===== src/rtl/detection_pkg.sv =====
// Shared types and default settings for the detection trip filter.
package detection_pkg;

  typedef enum logic [1:0] {
    NORMAL  = 2'd0,
    ARMING  = 2'd1,
    TRIPPED = 2'd2,
    RECOVER = 2'd3
  } trip_state_e;

  localparam int unsigned DEF_FAULT_CLASS = 0;
  localparam int unsigned DEF_TRIP_CNT    = 4;
  localparam int unsigned DEF_CLEAR_CNT   = 8;

endpackage


===== src/rtl/run_counter.sv =====
// 8-bit saturating run counter. last flags that the next increment would
// land exactly on target, so the FSM can decide on the deciding sample.
module run_counter (
  input  logic       clk,
  input  logic       rst,
  input  logic       clr,
  input  logic       inc,
  input  logic [7:0] target,
  output logic       last
);

  logic [7:0] cnt;
  logic [8:0] cnt_p1;

  assign cnt_p1 = {1'b0, cnt} + 9'd1;
  assign last   = (cnt_p1 == {1'b0, target});

  // Clear has priority over increment; increment saturates at all-ones.
  always_ff @(posedge clk) begin
    if (rst || clr) begin
      cnt <= '0;
    end else if (inc && (cnt != '1)) begin
      cnt <= cnt + 8'd1;
    end
  end

endmodule


===== src/rtl/detection_trip_filter.sv =====
// Debounced, latched protection trip driven by per-sample fault classes.
module detection_trip_filter
  import detection_pkg::*;
#(
  parameter int unsigned C           = 1,
  parameter int unsigned FAULT_CLASS = DEF_FAULT_CLASS,
  parameter int unsigned TRIP_CNT    = DEF_TRIP_CNT,
  parameter int unsigned CLEAR_CNT   = DEF_CLEAR_CNT,
  parameter int unsigned EW          = 16
) (
  input  logic          clk,
  input  logic          rst,
  input  logic [C-1:0]  cls_in,
  input  logic          cls_valid,
  input  logic          ack_clear,
  output logic          trip,
  output logic          trip_pulse,
  output logic          pending,
  output logic [EW-1:0] fault_events,
  output logic [1:0]    state_o
);

  trip_state_e state, next_state;
  logic        is_fault, is_healthy;
  logic        cnt_clr, cnt_inc, cnt_last;
  logic        trip_entry;
  logic [7:0]  cnt_target;

  assign is_fault   = cls_valid && (cls_in == FAULT_CLASS[C-1:0]);
  assign is_healthy = cls_valid && (cls_in != FAULT_CLASS[C-1:0]);
  assign cnt_target = (state == RECOVER) ? CLEAR_CNT[7:0] : TRIP_CNT[7:0];
  assign state_o    = state;

  run_counter u_run_counter (
    .clk    (clk),
    .rst    (rst),
    .clr    (cnt_clr),
    .inc    (cnt_inc),
    .target (cnt_target),
    .last   (cnt_last)
  );

  // Next-state and run-counter control. In NORMAL the counter is 0, so an
  // increment there yields cnt=1 on ARMING entry and last covers TRIP_CNT==1.
  always_comb begin
    next_state = state;
    cnt_clr    = 1'b0;
    cnt_inc    = 1'b0;
    trip_entry = 1'b0;
    unique case (state)
      NORMAL, ARMING: begin
        if (is_fault) begin
          if (cnt_last) begin
            next_state = TRIPPED;
            cnt_clr    = 1'b1;
            trip_entry = 1'b1;
          end else begin
            next_state = ARMING;
            cnt_inc    = 1'b1;
          end
        end else if (is_healthy && (state == ARMING)) begin
          next_state = NORMAL;
          cnt_clr    = 1'b1;
        end
      end
      TRIPPED: begin
        if (ack_clear) begin
          next_state = RECOVER;
          cnt_clr    = 1'b1;
        end
      end
      RECOVER: begin
        if (is_healthy) begin
          if (cnt_last) begin
            next_state = NORMAL;
            cnt_clr    = 1'b1;
          end else begin
            cnt_inc = 1'b1;
          end
        end else if (is_fault) begin
          next_state = TRIPPED;
          cnt_clr    = 1'b1;
        end
      end
      default: begin
        next_state = NORMAL;
        cnt_clr    = 1'b1;
      end
    endcase
  end

  // State, registered outputs and saturating trip-event counter.
  always_ff @(posedge clk) begin
    if (rst) begin
      state        <= NORMAL;
      trip         <= 1'b0;
      trip_pulse   <= 1'b0;
      pending      <= 1'b0;
      fault_events <= '0;
    end else begin
      state      <= next_state;
      trip       <= (next_state == TRIPPED) || (next_state == RECOVER);
      pending    <= (next_state == ARMING);
      trip_pulse <= trip_entry;
      if (trip_entry && (fault_events != '1)) begin
        fault_events <= fault_events + EW'(1);
      end
    end
  end

endmodule


===== config.mk =====
export PLATFORM = sky130hd
export DESIGN_NAME = detection_trip_filter
export DESIGN_NICKNAME = d
export VERILOG_FILES = /design/src/rtl/detection_pkg.sv /design/src/rtl/run_counter.sv /design/src/rtl/detection_trip_filter.sv
export SDC_FILE = /design/constraint.sdc
export NUM_CORES = 1
export LEC_CHECK = 0
export ABC_CLOCK_PERIOD_IN_PS = 2400
export BUFFER_PORTS_ARGS = -buffer_cell sky130_fd_sc_hd__buf_4
export CAP_MARGIN = 10
export CORE_ASPECT_RATIO = 0.6
export CORE_MARGIN = 8
export CORE_UTILIZATION = 50
export DETAILED_ROUTE_END_ITERATION = 7
export HOLD_SLACK_MARGIN = 0.06
export PLACE_DENSITY = 0.74
export SYNTH_ARGS = -nofsm -noshare
export SYNTH_HDL_FRONTEND = slang
export SYNTH_SLANG_ARGS = --single-unit

===== constraint.sdc =====
create_clock -name clk -period 2.4 [get_ports clk]
set_input_delay 0.48 -clock clk [delete_from_list [all_inputs] [get_ports clk]]
set_output_delay 0.48 -clock clk [all_outputs]
set_load 0.03 [all_outputs]

# ---- After elaboration in Yosys (flattened, before gate mapping)
# Index checks and enable logic that the tools add are counted.
dict set report op_classes {
  n_addsub 3
  n_eq_ne 9
  mux 22
  bitwise 1
  reduce_logical 9
}
# op n
set ops {}
lappend ops {{$add 16x1->16 const B} 1}
lappend ops {{$ne 16x16->1 const B} 1}
lappend ops {{$mux 2} 7}
lappend ops {{$mux 1} 11}
lappend ops {{$add 8x1->9 const B} 1}
lappend ops {{$eq 9x4->1} 1}
lappend ops {{$add 8x1->8 const B} 1}
lappend ops {{$eq 2x2->1 const B} 4}
lappend ops {{$ne 8x8->1 const B} 1}
lappend ops {{$pmux 2 s3} 1}
lappend ops {{$logic_and 1x1->1} 5}
lappend ops {{$eq 2x1->1 const B} 2}
lappend ops {{$mux 4} 1}
lappend ops {{$pmux 1 s3} 1}
lappend ops {{$logic_not 2->1} 1}
lappend ops {{$logic_or 1x1->1} 2}
lappend ops {{$pmux 1 s2} 1}
lappend ops {{$reduce_or 2->1} 1}
lappend ops {{$not 1->1} 1}
dict set report totals {
  ff_bits 29
  inputBits 5
  out_inout_bits 21
  wordCells 50
}

# ---- Longest topological paths before layout
dict set report logic_depth {
  depth_word 8
  ltp_mapped 9
  ltp_nobuf 8
}

# ---- Modules after synthesis
# A second synthesis with hierarchy kept.
dict set report hier_totals {
  hier_cells 190
  area_unflattened_um2 1664.1
}
# mod n_inst cells_each area_per_inst_um2 seq_area_each_um2
set by_module_without_submodules {}
lappend by_module_without_submodules {detection_trip_filter 1 125 1079.8 420.4}
lappend by_module_without_submodules {run_counter 1 65 584.3 160.2}

# ---- Worst setup path before layout
# OpenSTA, ideal clock, no wires.
dict set report synth_path {
  path_type {reg2reg}
  from {reg u_run_counter.cnt[0]}
  to {reg fault_events[13]}
  setup_ns 0.121
  t_arrival_ns 2.502
  t_required_ns 2.279
  setup_slack_ns -0.222
  stages_incl_launch_ff 9
  n_path_buf 0
  period_less_slack_ns 2.622
  cell_sequence {dfxtp_1 > ha_1 > nor2b_1 > a221oi_1 > or4_4 > a311oi_4 > nand4_1 > nor3_1 > mux2_2}
}
dict set report synth_between {
  elab_chain_cells 6
}
# element line_no
set synth_rtl {}
lappend synth_rtl {{from (decl)} run_counter.sv:12} ;# logic [7:0] cnt;
lappend synth_rtl {{from (signal assigned)} run_counter.sv:23} ;# cnt <= cnt + 8'd1;
lappend synth_rtl {{$add 8x1->9} run_counter.sv:15} ;# assign cnt_p1 = {1'b0, cnt} + 9'd1;
lappend synth_rtl {{$eq 9x4->1} run_counter.sv:16} ;# assign last = (cnt_p1 == {1'b0, target});
lappend synth_rtl {{$mux 1} detection_trip_filter.sv:53} ;# if (cnt_last) begin
lappend synth_rtl {{$mux 1} detection_trip_filter.sv:52} ;# if (is_fault) begin
lappend synth_rtl {{$mux 1} detection_trip_filter.sv:50} ;# unique case (state)
lappend synth_rtl {{$logic_and 1x1->1} detection_trip_filter.sv:105} ;# if (trip_entry && (fault_events != '1)) begin
lappend synth_rtl {{to (signal assigned)} detection_trip_filter.sv:106} ;# fault_events <= fault_events + EW'(1);
lappend synth_rtl {{to (decl)} detection_trip_filter.sv:19} ;# output logic [EW-1:0] fault_events,
# Every way passes these cells.
# A chain may end at the register's enable or synchronous reset.

# ---- Worst setup path in the final report
dict set report layout_path {
  from {reg u_run_counter.cnt[1]}
  to {reg fault_events[9]}
}
# Same word-level chain as after synthesis.

==> reports/qor.yml <==
placed_design:
  placed_area_um2: 2010
  place.gp.congestion: 0.894
  dp_cells: 287
  port_buffers: 25
  place_hpwl_um: 3110
floorplan:
  die_y_um: 60.2
  start_util_pct: 51.2
  fp.dieW_um: 89.7
  placementRows: 16
  core_area_um2: 3180
  die_area_um2: 5400
  pin_count: 26
setup_path:
  worst_ep_required_time_ns: 2.61
  startpoint_type: "register"
  endpoint_kind: "register"
  crit_fanout: 7
  cp.arrival_ns: 2.76
  path_class: "register to register"
timing:
  max_slew_margin_pct: 72.8
  finalSetupViolCount: 8
  worst_slew_pin_slew_ns: 0.406
  finalClockSkew_ns: 0.00249
  final_hold_viol_count: 0
  whs_ns: 0.518
  finalCritPeriodShare_pct: 106
  max_clock_freq_ghz: 0.392
  slew_violations: 0
  period_minus_slack_ns: 2.55
  rsz0062_at_grt: "yes"
  final.setup.worst_slack_ns: -0.149
route:
  wl_per_cell_um: 14.4
  ant_nets: 0
  drt-initial-drc-count: 135
  avgViaCountPerCell: 5.61
  drc: 0
  vias: 1665
  dr.pass1.iters: 4
  routed_wl_um: 4280
logic_synthesis:
  ys_async_sr_fraction_pct: 0
  synth_top_area_cell: "dfxtp_1"
  synth_edf_count: 0
  synth_common_cells: "dfxtp_1 (28), nor2_1 (22), nand2_1 (16), nand3_1 (16), nor3_1 (11)"
  yosysWarnings: 0
  synth.cell_area_um2: 1630
  ys_types: 45
  synth_most_common_cell: "dfxtp_1"
  yosysTopAreaCellShare_pct: 34.4
  ys_ff_latch: 28
  syn_avg_cell_area_um2: 7.87
  synthCells: 207
  syn_nets: 215
  synth_flop_cell: "dfxtp_1"
  yosysSeqAreaShare_pct: 34.4
  synth_area_leaders: "dfxtp_1 (34%), nor2_1 (5.1%), nand3_1 (4.9%)"
grt:
  antenna_found_initial: 0
  grt-ovfl-total: 0
  grt_pass1_wl_um: 6860
  grt_max_degree: 25
  grt_use_total_pct: 16.2
  grt_pass1_vias: 1417
run_status:
  violations: "setup timing"
  outcome: "finished, violations left"
layout:
  drive_above_1_share_pct: 30.6
  layout.nets: 261
  fin_cells: 297
  final_util_pct: 68.3
  syn_to_final_growth_pct: 33.4
  antennaDiodeCount: 0
  fin_area_um2: 2170
flow_run:
  max_cap_viol_count: 0
cts:
  htreeDepth: 1
  cts_tree: "built"
  holdBufCountCts: 0
  insertion_delay_ns: 0.27
  clk_pin_slew_ns: 0.09
  clkSinkCount: 28
  cts_buffers: 3
  cts_buffer_depth: 2
  cts-root-buf: "clkbuf_8"
power:
  p_total_mw: 0.823
  cellPowerDensity_nw_per_um2: 379
  leakage_nw: 0.837
  vdd_drop_max_v: 0.000238
worst_hold_path:
  hp-class: "register to register"
[state kept, by name (all words and copies together), names as in the netlist]
register and count:
fault_events 16, pending 1, state_o 1, trip 1, trip_pulse 1, u_run_counter.cnt 8
[placed cells by master (no fill, tap or decap), types with 3 or more instances in the layout]
| cell type | Yosys | routed |
|---|---|---|
| and3_1 | 5 | 5 |
| nand2_1 | 16 | 15 |
| inv_1 | 10 | 10 |
| nand3_1 | 16 | 16 |
| nor2_1 | 22 | 22 |
| dfxtp_1 | 28 | 25 |
| nand4_1 | 3 | 3 |
| nor3_1 | 11 | 9 |
| buf_4 | 1 | 49 |
| xnor2_1 | 8 | 8 |
| xor2_1 | 4 | 4 |
| a31oi_1 | 6 | 6 |
| a21oi_1 | 10 | 9 |
| clkbuf_8 | 0 | 4 |
| nor2b_1 | 7 | 5 |
| or3_1 | 4 | 4 |
| o21ai_0 | 10 | 10 |
| and2_1 | 5 | 4 |
[power by group]
group	total, mW	internal, mW	switching (mW)
Clock	0.290	0.147	0.143
Combinational	0.0613	0.0256	0.0357
Sequential	0.472	0.467	0.00438
Total	0.823	0.640	0.184
[area by class of cell]
class / instances / area [um2]
multi-input cells: 159 / 1060
repair buffers: 51 / 390
inverters: 10 / 37.5
fillers: 264 / 1010
clock buffers: 4 / 55.1
well taps: 45 / 56.3
flip-flops and latches: 28 / 569
[metrics by stage]
step / setup slack (ns) / TNS (ns)
2_1_floorplan: -0.168 / -0.311
3_3_place_gp: -0.0300 / -0.0549
3_5_place_dp: -0.109 / -0.417
4_1_cts: -0.0667 / -0.210
5_1_grt: -0.253 / -2.66
6_report: -0.149 / -0.429
[final timing paths]
kind         slack, ns         endpoint  cells past startpoint            startpoint
max              -0.15  fault_events[9]                      9  u_run_counter.cnt[1]
min               0.52  fault_events[5]                      2       fault_events[5]
max reg2reg      -0.15  fault_events[9]                      9  u_run_counter.cnt[1]
min reg2reg       0.52  fault_events[5]                      2       fault_events[5]
[timing repair]
item / in CTS / in global routing
cloned: 0 / 0
setup buffers: 8 / 0
setup endpoints to repair: 7 / 26
endpoints found under the hold margin: 0 / 0
pin swaps: 7 / 4
gates resized for setup: 9 / 6
[critical path: stages, from the launching register on]
cell	delay, ns
dfxtp_4	0.38
ha_4	0.18
nor2b_4	0.17
a221oi_2	0.04
or4_4	0.45
a311oi_4	0.33
nand4_1	0.28
buf_4	0.23
or3_1	0.30
a21oi_1	0.14
[kinds of logic after synthesis]
kind of cell | count (synthesis) | share of synthesized area [%]
and+or+nand+nor | 99 | 31.7
AOI/OAI and AO/OA | 42 | 18.1
DFF | 28 | 34.4
buffers and inverters | 20 | 4.99
xor gates and xnor gates | 12 | 6.45
muxes | 3 | 2.00
adders and majority gates | 3 | 2.30
[routing by layer]
layer  global-route usage (%)  wire [um]  up-vias
met2                     23.1       1780       61
met1                     24.0       2100      769
met5                        0          0        -
li1                         -          -      829
met4                     4.23         66        0
met3                     2.61        340        6
Note: power is estimated with default switching activity, not from simulation.
